[config.mk]
export PLATFORM = sky130hd
export DESIGN_NAME = bcd_seg_scanner
export DESIGN_NICKNAME = d
export VERILOG_FILES = /design/src/rtl/bcd_seg_scanner.sv
export SDC_FILE = /design/constraint.sdc
export NUM_CORES = 1
export LEC_CHECK = 0
export CAP_MARGIN = 10
export CORE_MARGIN = 2
export CORE_UTILIZATION = 63
export DETAILED_ROUTE_END_ITERATION = 6
export DONT_BUFFER_PORTS = 1
export PLACE_DENSITY = 0.81
export SYNTH_ARGS = -nofsm -noshare
export SYNTH_HDL_FRONTEND = slang
export SYNTH_SLANG_ARGS = --single-unit
export TNS_END_PERCENT = 100
[constraint.sdc]
create_clock -name clk -period 3.2 [get_ports clk]
set_clock_uncertainty 0.05 [all_clocks]
set_input_delay 0.32 -clock clk [delete_from_list [all_inputs] [get_ports clk]]
set_output_delay 0.32 -clock clk [all_outputs]
set_load 0.005 [all_outputs]
[src/rtl/bcd_seg_scanner.sv]
// bcd_seg_scanner: time-multiplexed 4-digit common-anode 7-segment driver.
// Digits are double-buffered (pending -> display at frame boundary) so a
// frame never mixes old and new values. Optional leading-zero blanking.
module bcd_seg_scanner #(
  parameter int unsigned SCAN_DIV = 100000
) (
  input  logic       clk,
  input  logic       rst_n,
  input  logic       load_i,
  input  logic [3:0] thousand_i,
  input  logic [3:0] hundreds_i,
  input  logic [3:0] tens_i,
  input  logic [3:0] ones_i,
  input  logic       blank_lz_i,
  input  logic [3:0] dp_i,
  output logic [3:0] an_o,
  output logic [6:0] seg_o,
  output logic       dp_o,
  output logic       busy_o,
  output logic       frame_o
);

  localparam int unsigned DIG_W  = 4;
  localparam int unsigned SEG_W  = 7;
  localparam int unsigned NDIG   = 4;
  localparam int unsigned DIV_W  = (SCAN_DIV > 1) ? $clog2(SCAN_DIV) : 1;
  localparam logic [DIV_W-1:0] DIV_LAST = DIV_W'(SCAN_DIV - 1);

  localparam logic [NDIG-1:0]  AN_OFF  = '1;
  localparam logic [SEG_W-1:0] SEG_OFF = '1;
  localparam logic [SEG_W-1:0] SEG_DASH = 7'h3F;

  // Four BCD digits, d3 = leftmost
  typedef struct packed {
    logic [DIG_W-1:0] d3;
    logic [DIG_W-1:0] d2;
    logic [DIG_W-1:0] d1;
    logic [DIG_W-1:0] d0;
  } digits_t;

  // Scan position: which digit is currently being driven
  typedef enum logic [1:0] {
    SCAN_D0 = 2'd0,
    SCAN_D1 = 2'd1,
    SCAN_D2 = 2'd2,
    SCAN_D3 = 2'd3
  } scan_state_t;

  scan_state_t      state_q, state_d;
  logic [DIV_W-1:0] div_q;
  logic             tick_c;
  logic             boundary_c;

  digits_t          disp_q;
  digits_t          pend_q;
  logic             pend_valid_q;
  digits_t          in_digits_c;

  logic [1:0]       idx_c;
  logic [DIG_W-1:0] cur_digit_c;
  logic             cur_blank_c;
  logic             blank3_c, blank2_c, blank1_c;

  logic [NDIG-1:0]  an_q;
  logic [SEG_W-1:0] seg_q;
  logic             dp_q;
  logic             frame_q;

  // BCD to active-low {g,f,e,d,c,b,a}; non-BCD codes show a dash
  function automatic logic [SEG_W-1:0] seg_decode(input logic [DIG_W-1:0] d);
    logic [SEG_W-1:0] s;
    case (d)
      4'd0:    s = 7'h40;
      4'd1:    s = 7'h79;
      4'd2:    s = 7'h24;
      4'd3:    s = 7'h30;
      4'd4:    s = 7'h19;
      4'd5:    s = 7'h12;
      4'd6:    s = 7'h02;
      4'd7:    s = 7'h78;
      4'd8:    s = 7'h00;
      4'd9:    s = 7'h10;
      default: s = SEG_DASH;
    endcase
    return s;
  endfunction

  assign in_digits_c = '{d3: thousand_i, d2: hundreds_i, d1: tens_i, d0: ones_i};

  assign tick_c = (div_q == DIV_LAST);
  assign idx_c  = state_q;

  // Per-digit dwell counter
  always_ff @(posedge clk or negedge rst_n) begin
    if (!rst_n) begin
      div_q <= '0;
    end else if (tick_c) begin
      div_q <= '0;
    end else begin
      div_q <= div_q + DIV_W'(1);
    end
  end

  // Scan state register
  always_ff @(posedge clk or negedge rst_n) begin
    if (!rst_n) begin
      state_q <= SCAN_D0;
    end else begin
      state_q <= state_d;
    end
  end

  // Scan next-state: advance one digit per tick, wrap 3 -> 0 marks a frame boundary
  always_comb begin
    state_d    = state_q;
    boundary_c = 1'b0;
    if (tick_c) begin
      case (state_q)
        SCAN_D0: state_d = SCAN_D1;
        SCAN_D1: state_d = SCAN_D2;
        SCAN_D2: state_d = SCAN_D3;
        SCAN_D3: begin
          state_d    = SCAN_D0;
          boundary_c = 1'b1;
        end
        default: state_d = SCAN_D0;
      endcase
    end
  end

  // Double buffer: loads park in pending, commit to display only on a boundary
  always_ff @(posedge clk or negedge rst_n) begin
    if (!rst_n) begin
      disp_q       <= '0;
      pend_q       <= '0;
      pend_valid_q <= 1'b0;
    end else if (boundary_c) begin
      if (load_i) begin
        disp_q       <= in_digits_c;
        pend_valid_q <= 1'b0;
      end else if (pend_valid_q) begin
        disp_q       <= pend_q;
        pend_valid_q <= 1'b0;
      end
    end else if (load_i) begin
      pend_q       <= in_digits_c;
      pend_valid_q <= 1'b1;
    end
  end

  // Leading-zero blanking chain from the leftmost digit; digit 0 always shown
  assign blank3_c = blank_lz_i && (disp_q.d3 == '0);
  assign blank2_c = blank3_c && (disp_q.d2 == '0);
  assign blank1_c = blank2_c && (disp_q.d1 == '0);

  // Select the digit and blank flag for the current scan slot
  always_comb begin
    cur_digit_c = disp_q.d0;
    cur_blank_c = 1'b0;
    case (state_q)
      SCAN_D0: begin
        cur_digit_c = disp_q.d0;
        cur_blank_c = 1'b0;
      end
      SCAN_D1: begin
        cur_digit_c = disp_q.d1;
        cur_blank_c = blank1_c;
      end
      SCAN_D2: begin
        cur_digit_c = disp_q.d2;
        cur_blank_c = blank2_c;
      end
      SCAN_D3: begin
        cur_digit_c = disp_q.d3;
        cur_blank_c = blank3_c;
      end
      default: begin
        cur_digit_c = disp_q.d0;
        cur_blank_c = 1'b0;
      end
    endcase
  end

  // Registered display drive; single register stage keeps anodes glitch/overlap free
  always_ff @(posedge clk or negedge rst_n) begin
    if (!rst_n) begin
      an_q    <= AN_OFF;
      seg_q   <= SEG_OFF;
      dp_q    <= 1'b1;
      frame_q <= 1'b0;
    end else begin
      an_q    <= cur_blank_c ? AN_OFF : ~(NDIG'(1) << idx_c);
      seg_q   <= seg_decode(cur_digit_c);
      dp_q    <= ~(dp_i[idx_c] & ~cur_blank_c);
      frame_q <= boundary_c;
    end
  end

  assign an_o    = an_q;
  assign seg_o   = seg_q;
  assign dp_o    = dp_q;
  assign busy_o  = pend_valid_q;
  assign frame_o = frame_q;

endmodule

==> results of run 1 <==
[state kept, by name, indices dropped and copies added, names as in the netlist]
register / cells
div_q: 17
seg_o: 7
disp_q: 16
an_o: 4
idx_c: 2
pend_q: 16
dp_o: 1
frame_o: 1
busy_o: 1
[worst max-delay path by stage]
stage,to,slack (ns),depth (start not counted)
2_1_floorplan,pend_q[0],1.01,10
3_3_place_gp,pend_q[10],0.82,6
3_5_place_dp,pend_q[14],0.75,6
4_1_cts,pend_q[14],0.71,6
5_1_grt,pend_q[13],0.62,6
6_report,pend_q[14],0.72,6
[kinds of logic (layout without fill, tap and decap cells)]
logic type / Yosys count / count (layout)
buffers and inverters: 26 / 29
XOR/XNOR: 15 / 15
flip-flops: 65 / 65
adder cells (fa/ha/maj): 9 / 9
multiplexers: 22 / 22
AND/OR/NAND/NOR: 146 / 146
AO/OA/AOI/OAI: 38 / 38
[power groups by stage]
stage | clock network (mW) | registers, mW | logic, mW
6_report | 0.707 | 0.915 | 0.112
5_1_grt | 0.759 | 0.922 | 0.126
4_1_cts | 0.724 | 0.915 | 0.114
3_5_place_dp | 0 | 0.929 | 0.0922
3_3_place_gp | 0 | 0.928 | 0.0881
2_1_floorplan | 0 | 0.918 | 0.0875
[layer usage]
layer	wire length, um	global-route usage [%]	vias up
li1	-	-	1090
met1	2710	32.4	1098
met2	3000	38.2	74
met3	371	5.56	10
met4	93	11.5	0
met5	0	0	-
[cells in the final DEF, fill, tap and decap left out, types with 3 or more instances in the layout]
| master | netlist | final |
|---|---|---|
| sky130_fd_sc_hd__dfrtp_1 | 53 | 53 |
| sky130_fd_sc_hd__dfstp_2 | 12 | 12 |
| sky130_fd_sc_hd__mux2_4 | 10 | 10 |
| sky130_fd_sc_hd__a222oi_1 | 4 | 4 |
| sky130_fd_sc_hd__mux2i_1 | 4 | 4 |
| sky130_fd_sc_hd__nand4_1 | 3 | 3 |
| sky130_fd_sc_hd__mux2_2 | 7 | 7 |
| sky130_fd_sc_hd__nand3_1 | 9 | 9 |
| sky130_fd_sc_hd__xor2_1 | 6 | 6 |
| sky130_fd_sc_hd__nor2_1 | 85 | 85 |
| sky130_fd_sc_hd__xnor2_1 | 9 | 9 |
| sky130_fd_sc_hd__ha_1 | 9 | 9 |
| sky130_fd_sc_hd__and3_1 | 5 | 5 |
| sky130_fd_sc_hd__o21ai_0 | 7 | 7 |
| sky130_fd_sc_hd__nor3_1 | 15 | 15 |
| sky130_fd_sc_hd__inv_1 | 10 | 10 |
| sky130_fd_sc_hd__clkbuf_8 | 0 | 12 |
| sky130_fd_sc_hd__nand2_1 | 13 | 13 |
| sky130_fd_sc_hd__a21oi_1 | 19 | 19 |
[through the flow]
stage | instance area (um^2) | power [mW] | hold WS, ns | setup WS [ns]
floorplan | 3220 | 1.01 | -0.0256 | 1.01
global placement | 3210 | 1.02 | -0.0235 | 0.817
detailed placement | 3210 | 1.02 | -0.0233 | 0.747
CTS | 3450 | 1.75 | 0.0644 | 0.712
global route | 3450 | 1.81 | 0.0645 | 0.622
finish | 3450 | 1.73 | 0.0756 | 0.716
[area by class of cell]
cell class	count	area, um^2	area share [%]
Clock buffer	14	173	5.00
Clock inverter	2	35.0	1.01
Inverter	10	37.5	1.09
Multi-Input combinational cell	230	1440	41.5
Sequential cell	65	1640	47.5
Tap cell	70	87.6	2.54
Timing Repair Buffer	3	45.0	1.30
[worst reg2reg max path, stage by stage, from the launching register on]
cell                       delay [ns]
sky130_fd_sc_hd__dfrtp_1         0.39
sky130_fd_sc_hd__ha_1            0.22
sky130_fd_sc_hd__and4_1          0.36
sky130_fd_sc_hd__and4_4          0.33
sky130_fd_sc_hd__and2_4          0.29
sky130_fd_sc_hd__nand2b_4        0.36
sky130_fd_sc_hd__mux2_2          0.38
==> metrics.txt, run 1 <==
# TYPE chip_impl_metric gauge
chip_impl_metric{name="tightestPinTransition",unit="ns"} 0.691
chip_impl_metric{name="final_cell_count_no_fill",unit=""} 394
chip_impl_metric{name="timing.reg2reg.setup_slack",unit="ns"} 0.72
chip_impl_metric{name="share_clk_of_total_power",unit="%"} 40.8
chip_impl_metric{name="clock_sinks",unit=""} 65
chip_impl_metric{name="synth.cell_area",unit="um^2"} 3220
chip_impl_metric{name="cp_data_required_time",unit="ns"} 3.37
chip_impl_metric{name="post-cts-setup-buffer-count",unit=""} 0
chip_impl_metric{name="clock_path_buffers",unit=""} 2
chip_impl_metric{name="grt_antenna_before_repair",unit=""} 0
chip_impl_metric{name="ys_types",unit=""} 42
chip_impl_metric{name="cp.arrival",unit="ns"} 2.65
chip_impl_info{name="root_buffer",value="sky130_fd_sc_hd__clkbuf_8"} 1
chip_impl_info{name="path_delay_family",value="simple AND/OR/NAND/NOR gates"} 1
chip_impl_metric{name="largest_net_degree_at_the_start_of_global_routing",unit=""} 66
chip_impl_metric{name="critical_path_buf_inv_count",unit=""} 0
chip_impl_metric{name="static-leakage-power",unit="nW"} 1.57
chip_impl_metric{name="muxShareOfSynthArea",unit="%"} 9.07
chip_impl_metric{name="first_iter_violations",unit=""} 169
chip_impl_info{name="postSynth.topFlopCell",value="sky130_fd_sc_hd__dfrtp_1"} 1
chip_impl_metric{name="power-per-cell-area",unit="nW/um^2"} 502
chip_impl_metric{name="drive_above_1_share",unit="%"} 15.1
chip_impl_metric{name="synth_seq_area_share",unit="%"} 51.1
chip_impl_info{name="r2r-start",value="div_q[0]"} 1
chip_impl_metric{name="grt_remaining_overflow",unit=""} 0
chip_impl_info{name="startpoint_type",value="flip-flop"} 1
chip_impl_metric{name="area_delta_synth_final",unit="%"} 7.43
chip_impl_metric{name="synth_seq_cells",unit=""} 65
chip_impl_metric{name="maxCapViolations",unit=""} 0
chip_impl_metric{name="hold_depth",unit=""} 1
chip_impl_metric{name="power.net_switching",unit="mW"} 0.375
chip_impl_metric{name="clk_pin_slew",unit="ns"} 0.07
chip_impl_metric{name="route.detailed.wl_per_inst",unit="um"} 15.7
chip_impl_metric{name="min_period_over_period",unit="%"} 77.6
chip_impl_metric{name="die_w",unit="um"} 75.4
chip_impl_metric{name="remaining_drc_errors",unit=""} 0
chip_impl_metric{name="post_cts_resize_count",unit=""} 0
chip_impl_metric{name="fraction_of_power_spent_switching_nets",unit="%"} 21.6
chip_impl_metric{name="mapped_nets",unit=""} 354
chip_impl_metric{name="vias_per_cell",unit=""} 5.77
chip_impl_info{name="ys_top_cells_by_count",value="85 x sky130_fd_sc_hd__nor2_1, 53 x sky130_fd_sc_hd__dfrtp_1, 19 x sky130_fd_sc_hd__a21oi_1"} 1
chip_impl_info{name="yosys.area.top_type",value="sky130_fd_sc_hd__dfrtp_1"} 1
chip_impl_metric{name="critPathMaxStageDelay",unit="ns"} 0.39
chip_impl_metric{name="async_reset_ff_share",unit="%"} 100
chip_impl_metric{name="fp.coreArea",unit="um^2"} 5010
chip_impl_metric{name="firstDrtPassIters",unit=""} 5
chip_impl_metric{name="htree_num_levels",unit=""} 3
chip_impl_metric{name="final_period_minus_worst_setup_slack",unit="ns"} 2.48
chip_impl_metric{name="comb_power_share",unit="%"} 6.4
chip_impl_metric{name="initial_utilization",unit="%"} 64.2
chip_impl_metric{name="core.rowCount",unit=""} 26
chip_impl_info{name="r2r_end",value="pend_q[14]"} 1
chip_impl_metric{name="cts_made_buffers",unit=""} 9
chip_impl_info{name="hold_start",value="thousand_i[3]"} 1
chip_impl_info{name="yosys.cell_count.top_type",value="sky130_fd_sc_hd__nor2_1"} 1
chip_impl_info{name="critical_path_cell_list",value="ha_1 -> and4_1 -> and4_4 -> and2_4 -> nand2b_4 -> mux2_2"} 1
chip_impl_metric{name="dr_total_vias",unit=""} 2272
chip_impl_metric{name="fp.dieArea",unit="um^2"} 5690
chip_impl_metric{name="synthCells",unit=""} 321
chip_impl_info{name="run_status",value="complete, no violations"} 1
chip_impl_metric{name="wire_length_of_the_first_global_routing_pass",unit="mm"} 10.1
chip_impl_metric{name="power_report.internal_total",unit="mW"} 1.36
chip_impl_metric{name="diodes",unit=""} 0
chip_impl_metric{name="post-synth-top-area-fraction",unit="%"} 41.2
chip_impl_metric{name="drt_wl_total",unit="mm"} 6.18
chip_impl_info{name="clock_tree_from_tritoncts",value="done"} 1
chip_impl_metric{name="setup-violations-final",unit=""} 0
chip_impl_metric{name="top_level_ports",unit=""} 38
chip_impl_metric{name="post_synth_xor_area_fraction",unit="%"} 4.09
chip_impl_metric{name="ir_worst_vdd",unit="uV"} 334
chip_impl_metric{name="ys_warn_count",unit=""} 0
chip_impl_metric{name="portBuffers",unit=""} 0
chip_impl_metric{name="hpwl",unit="mm"} 4.17
chip_impl_metric{name="hold_viol",unit=""} 0
chip_impl_info{name="rsz0062_at_grt",value="no"} 1
chip_impl_metric{name="cts_hold_buf",unit=""} 2
chip_impl_metric{name="die-height",unit="um"} 75.4
chip_impl_metric{name="ff2ff_path_depth",unit=""} 6
chip_impl_metric{name="post_synth_fa_ha_maj_area_fraction",unit="%"} 3.50
chip_impl_metric{name="slew-limit-headroom",unit="%"} 53.9
chip_impl_metric{name="finish.utilization",unit="%"} 69.0
chip_impl_metric{name="max_freq",unit="MHz"} 403
chip_impl_metric{name="ant_nets",unit=""} 0
chip_impl_metric{name="report.final.slew_viol_count",unit=""} 0
chip_impl_metric{name="setup_tns",unit="ns"} 0
chip_impl_metric{name="clkLatencyLatePin",unit="ns"} 0.34
chip_impl_metric{name="worst-path-max-fanout",unit=""} 19
chip_impl_metric{name="synth_compound_area_share",unit="%"} 7.04
chip_impl_metric{name="fillCellCount",unit=""} 394
chip_impl_metric{name="seq_power_share",unit="%"} 52.8
chip_impl_metric{name="place_inst",unit=""} 376
chip_impl_info{name="setup.worst_path.end_class",value="flip-flop"} 1
chip_impl_info{name="hold_path.class",value="input port to flip-flop"} 1
chip_impl_metric{name="synthSimpleGateAreaFrac",unit="%"} 20.9
chip_impl_metric{name="synth_area_per_cell",unit="um^2"} 10.0
chip_impl_info{name="worstSetupPathType",value="flip-flop to flip-flop"} 1
chip_impl_metric{name="grt.total_usage",unit="%"} 24.4
chip_impl_info{name="crit_slowest_cell",value="sky130_fd_sc_hd__dfrtp_1"} 1
chip_impl_info{name="dominant_combinational_cell_family_by_area_after_synthesis",value="simple AND/OR/NAND/NOR gates"} 1
chip_impl_metric{name="number_of_nets_in_the_final_layout",unit=""} 352
chip_impl_info{name="timing.critical_path.from",value="div_q[0]"} 1
chip_impl_metric{name="synth_edf_count",unit=""} 0
chip_impl_metric{name="routabilityCongestion",unit=""} 0.804
chip_impl_info{name="cell_types_occupying_the_most_area_after_synthesis",value="sky130_fd_sc_hd__dfrtp_1 41%, sky130_fd_sc_hd__nor2_1 9.9%, sky130_fd_sc_hd__dfstp_2 9.8%"} 1
chip_impl_info{name="min_delay_worst_endpoint",value="pend_q[15]"} 1
chip_impl_metric{name="grt_pass1_vias",unit=""} 2217
(Power assumes the default switching activity.)
==> run 2, diff against run 1 <==
--- a/config.mk
+++ b/config.mk
@@ -5,6 +5,7 @@
 export SDC_FILE = /design/constraint.sdc
 export NUM_CORES = 1
 export LEC_CHECK = 0
+export ABC_AREA = 1
 export CAP_MARGIN = 10
 export CORE_MARGIN = 2
 export CORE_UTILIZATION = 63
==> constraint.sdc (replaced) <==
create_clock -name clk -period 2.4 [get_ports clk]
set_clock_uncertainty 0.05 [all_clocks]
set_input_delay 0.24 -clock clk [delete_from_list [all_inputs] [get_ports clk]]
set_output_delay 0.24 -clock clk [all_outputs]
set_load 0.005 [all_outputs]
==> metrics.txt, run 2 <==
# TYPE chip_impl_metric gauge
chip_impl_info{name="run_status",value="complete, no violations"} 1
chip_impl_metric{name="fin_total_pwr",unit="mW"} 2.08
chip_impl_metric{name="clock_sinks",unit=""} 65
chip_impl_info{name="hold_path.class",value="input port to flip-flop"} 1
chip_impl_info{name="worstSetupPathType",value="flip-flop to flip-flop"} 1
chip_impl_metric{name="synth_edf_count",unit=""} 0
chip_impl_metric{name="wire_length_of_the_first_global_routing_pass",unit="mm"} 12.5
chip_impl_info{name="startpoint_type",value="flip-flop"} 1
chip_impl_metric{name="route.detailed.wl_per_inst",unit="um"} 13.7
chip_impl_metric{name="grt_pass1_vias",unit=""} 2845
chip_impl_metric{name="diodes",unit=""} 0
chip_impl_metric{name="final_period_minus_worst_setup_slack",unit="ns"} 2.30
chip_impl_metric{name="ir_worst_vdd",unit="uV"} 415
chip_impl_metric{name="static-leakage-power",unit="nW"} 2.13
chip_impl_metric{name="firstDrtPassIters",unit=""} 5
chip_impl_metric{name="slew-limit-headroom",unit="%"} 72.0
chip_impl_metric{name="initial_utilization",unit="%"} 64.4
chip_impl_metric{name="portBuffers",unit=""} 0
chip_impl_metric{name="async_reset_ff_share",unit="%"} 100
chip_impl_metric{name="die_w",unit="um"} 78.5
chip_impl_metric{name="hpwl",unit="mm"} 4.62
chip_impl_info{name="r2r-start",value="div_q[0]"} 1
chip_impl_metric{name="synth_seq_cells",unit=""} 65
chip_impl_metric{name="place_area",unit="um^2"} 3530
chip_impl_metric{name="drive_above_1_share",unit="%"} 10.8
chip_impl_info{name="yosys.cell_count.top_type",value="sky130_fd_sc_hd__nand2_1"} 1
chip_impl_info{name="mostFrequentLayoutCell",value="sky130_fd_sc_hd__nand2_1"} 1
chip_impl_metric{name="ys_warn_count",unit=""} 0
chip_impl_info{name="postSynth.topFlopCell",value="sky130_fd_sc_hd__dfrtp_1"} 1
chip_impl_info{name="top_library_cells_by_usage_in_the_layout_fill_and_taps_aside",value="122 x sky130_fd_sc_hd__nand2_1, 70 x sky130_fd_sc_hd__inv_1, 53 x sky130_fd_sc_hd__dfrtp_1"} 1
chip_impl_info{name="clock_tree_from_tritoncts",value="done"} 1
chip_impl_metric{name="fp.dieArea",unit="um^2"} 6170
chip_impl_metric{name="hold_viol",unit=""} 0
chip_impl_metric{name="routabilityCongestion",unit=""} 0.916
chip_impl_metric{name="grt_remaining_overflow",unit=""} 0
chip_impl_metric{name="synth_seq_area_share",unit="%"} 46.9
chip_impl_info{name="cell_types_occupying_the_most_area_after_synthesis",value="sky130_fd_sc_hd__dfrtp_1 38%, sky130_fd_sc_hd__nand2_1 13%, sky130_fd_sc_hd__dfstp_2 9.0%"} 1
chip_impl_metric{name="largest_net_degree_at_the_start_of_global_routing",unit=""} 66
chip_impl_metric{name="area_delta_synth_final",unit="%"} 17.6
chip_impl_metric{name="finish.utilization",unit="%"} 75.7
chip_impl_metric{name="cp.arrival",unit="ns"} 2.47
chip_impl_metric{name="top_level_ports",unit=""} 38
chip_impl_metric{name="clock_path_buffers",unit=""} 2
chip_impl_metric{name="vias_per_cell",unit=""} 5.25
chip_impl_metric{name="core.rowCount",unit=""} 27
chip_impl_metric{name="setup-violations-final",unit=""} 0
chip_impl_metric{name="cts_made_buffers",unit=""} 9
chip_impl_info{name="yosys.area.top_type",value="sky130_fd_sc_hd__dfrtp_1"} 1
chip_impl_metric{name="cp_data_required_time",unit="ns"} 2.57
chip_impl_metric{name="htree_num_levels",unit=""} 3
chip_impl_metric{name="clkLatencyLatePin",unit="ns"} 0.34
chip_impl_metric{name="grt.total_usage",unit="%"} 26.0
chip_impl_metric{name="ant_nets",unit=""} 0
chip_impl_metric{name="die-height",unit="um"} 78.5
chip_impl_metric{name="report.final.slew_viol_count",unit=""} 0
chip_impl_metric{name="maxCapViolations",unit=""} 0
chip_impl_metric{name="synth_area_per_cell",unit="um^2"} 8.01
chip_impl_metric{name="first_iter_violations",unit=""} 174
chip_impl_metric{name="max_freq",unit="MHz"} 435
chip_impl_metric{name="dr_total_vias",unit=""} 2904
chip_impl_info{name="reg_top3",value="div_q (17), disp_q (16), pend_q (16)"} 1
chip_impl_info{name="setup.worst_path.end_class",value="flip-flop"} 1
chip_impl_info{name="registers.top_by_ff_count",value="div_q"} 1
chip_impl_metric{name="number_of_nets_in_the_final_layout",unit=""} 511
chip_impl_metric{name="clk_pin_slew",unit="ns"} 0.06
chip_impl_metric{name="tightestPinTransition",unit="ns"} 0.418
chip_impl_metric{name="place_inst",unit=""} 499
chip_impl_metric{name="timing.reg2reg.setup_slack",unit="ns"} 0.10
chip_impl_metric{name="drt_wl_total",unit="mm"} 7.56
chip_impl_metric{name="largest_reg_flops",unit=""} 17
chip_impl_metric{name="power-per-cell-area",unit="nW/um^2"} 505
chip_impl_info{name="r2r_end",value="pend_q[4]"} 1
chip_impl_metric{name="synthCells",unit=""} 437
chip_impl_metric{name="design_area",unit="um^2"} 4120
chip_impl_metric{name="post-synth-top-area-fraction",unit="%"} 37.9
chip_impl_info{name="root_buffer",value="sky130_fd_sc_hd__clkbuf_8"} 1
chip_impl_metric{name="remaining_drc_errors",unit=""} 0
chip_impl_metric{name="final_cell_count_no_fill",unit=""} 553
chip_impl_metric{name="ff2ff_path_depth",unit=""} 9
chip_impl_info{name="ys_top_cells_by_count",value="122 x sky130_fd_sc_hd__nand2_1, 70 x sky130_fd_sc_hd__inv_1, 53 x sky130_fd_sc_hd__dfrtp_1"} 1
chip_impl_metric{name="synth.cell_area",unit="um^2"} 3500
chip_impl_metric{name="ys_types",unit=""} 30
chip_impl_metric{name="fp.coreArea",unit="um^2"} 5440
chip_impl_metric{name="mapped_nets",unit=""} 470
chip_impl_metric{name="hold_depth",unit=""} 3
chip_impl_metric{name="grt_antenna_before_repair",unit=""} 0
chip_impl_info{name="hold_start",value="dp_i[0]"} 1
chip_impl_metric{name="worst-path-max-fanout",unit=""} 18
chip_impl_info{name="min_delay_worst_endpoint",value="dp_o"} 1
chip_impl_metric{name="min_period_over_period",unit="%"} 95.7
-- run 2: cell count changes after synthesis, sizes merged, moves of 6 or more --
cell and delta:
a21oi -14, clkbuf -6, inv +60, mux2 -17
mux2i +12, nand2 +124, nand3 +29, nand4 +16
nor2 -49, nor3 -7, xnor2 -9
-- run 2: cell type report --
class,count,area (um^2)
fillers,382,1320
inverters,71,267
flip-flops and latches,65,1640
repair buffers,43,425
multi-input cells,288,1530
well taps,72,90.1
clock buffers,14,163
-- run 2: timing repair --
item / 4_1_cts / 5_1_grt
endpoints found under the setup margin: 0 / 15
gates resized for setup: 0 / 3
hold buffers: 33 / 1
setup buffers: 0 / 6
hold endpoints to repair: 81 / 1
-- run 2: routing by layer --
layer | wire, um | up-vias | track usage, %
li1 | - | 1451 | -
met2 | 3630 | 85 | 41.8
met3 | 434 | 9 | 6.32
met1 | 3410 | 1359 | 34.4
met4 | 88 | 0 | 9.12
met5 | 0 | - | 0
-- run 2: worst max path at each step --
| stage | cells after the start | endpoint | start |
|---|---|---|---|
| 6_report | 9 | pend_q[4] | div_q[0] |
| 5_1_grt | 9 | pend_q[4] | div_q[0] |
| 4_1_cts | 9 | pend_q[3] | div_q[0] |
| 3_3_place_gp | 13 | seg_o[3] | idx_c[0] |
| 2_1_floorplan | 13 | seg_o[3] | idx_c[0] |
| 3_5_place_dp | 13 | seg_o[3] | idx_c[0] |
-- run 2: kinds of logic after synthesis --
family / count (synthesis) / share of synthesized area (%)
buffers and inverters: 84 / 9.86
DFF: 65 / 46.9
muxes: 16 / 4.57
adders and majority gates: 9 / 3.22
AOI/OAI and AO/OA: 19 / 3.00
xor gates and xnor gates: 4 / 1.00
and+or+nand+nor: 240 / 31.5
-- run 2: critical path, cell delays in order, from the launching register on --
cell,delay [ns]
sky130_fd_sc_hd__dfrtp_1,0.37
sky130_fd_sc_hd__ha_1,0.17
sky130_fd_sc_hd__nand2_1,0.13
sky130_fd_sc_hd__nor2_4,0.13
sky130_fd_sc_hd__nand2_1,0.14
sky130_fd_sc_hd__nor2_8,0.24
sky130_fd_sc_hd__nand2_8,0.15
sky130_fd_sc_hd__nand3_1,0.13
sky130_fd_sc_hd__dlygate4sd3_1,0.58
sky130_fd_sc_hd__nand2_1,0.08
-- run 2: power breakdown --
group / switching [mW] / internal, mW / total [mW] / leakage, nW
Combinational: 0.0616 / 0.0720 / 0.134 / 1.31
Clock: 0.385 / 0.422 / 0.807 / 0.0826
Sequential: 0.0163 / 1.12 / 1.14 / 0.734
Total: 0.463 / 1.62 / 2.08 / 2.13
-- run 2: through the flow --
step | worst slack (ns) | hold WS (ns) | setup TNS (ns)
4_1_cts | 0.0406 | 0.000511 | 0
6_report | 0.104 | 0.0801 | 0
3_5_place_dp | 0.294 | -0.104 | 0
3_3_place_gp | 0.379 | -0.104 | 0
5_1_grt | -0.0208 | 0.106 | -0.0208
2_1_floorplan | 0.519 | -0.106 | 0
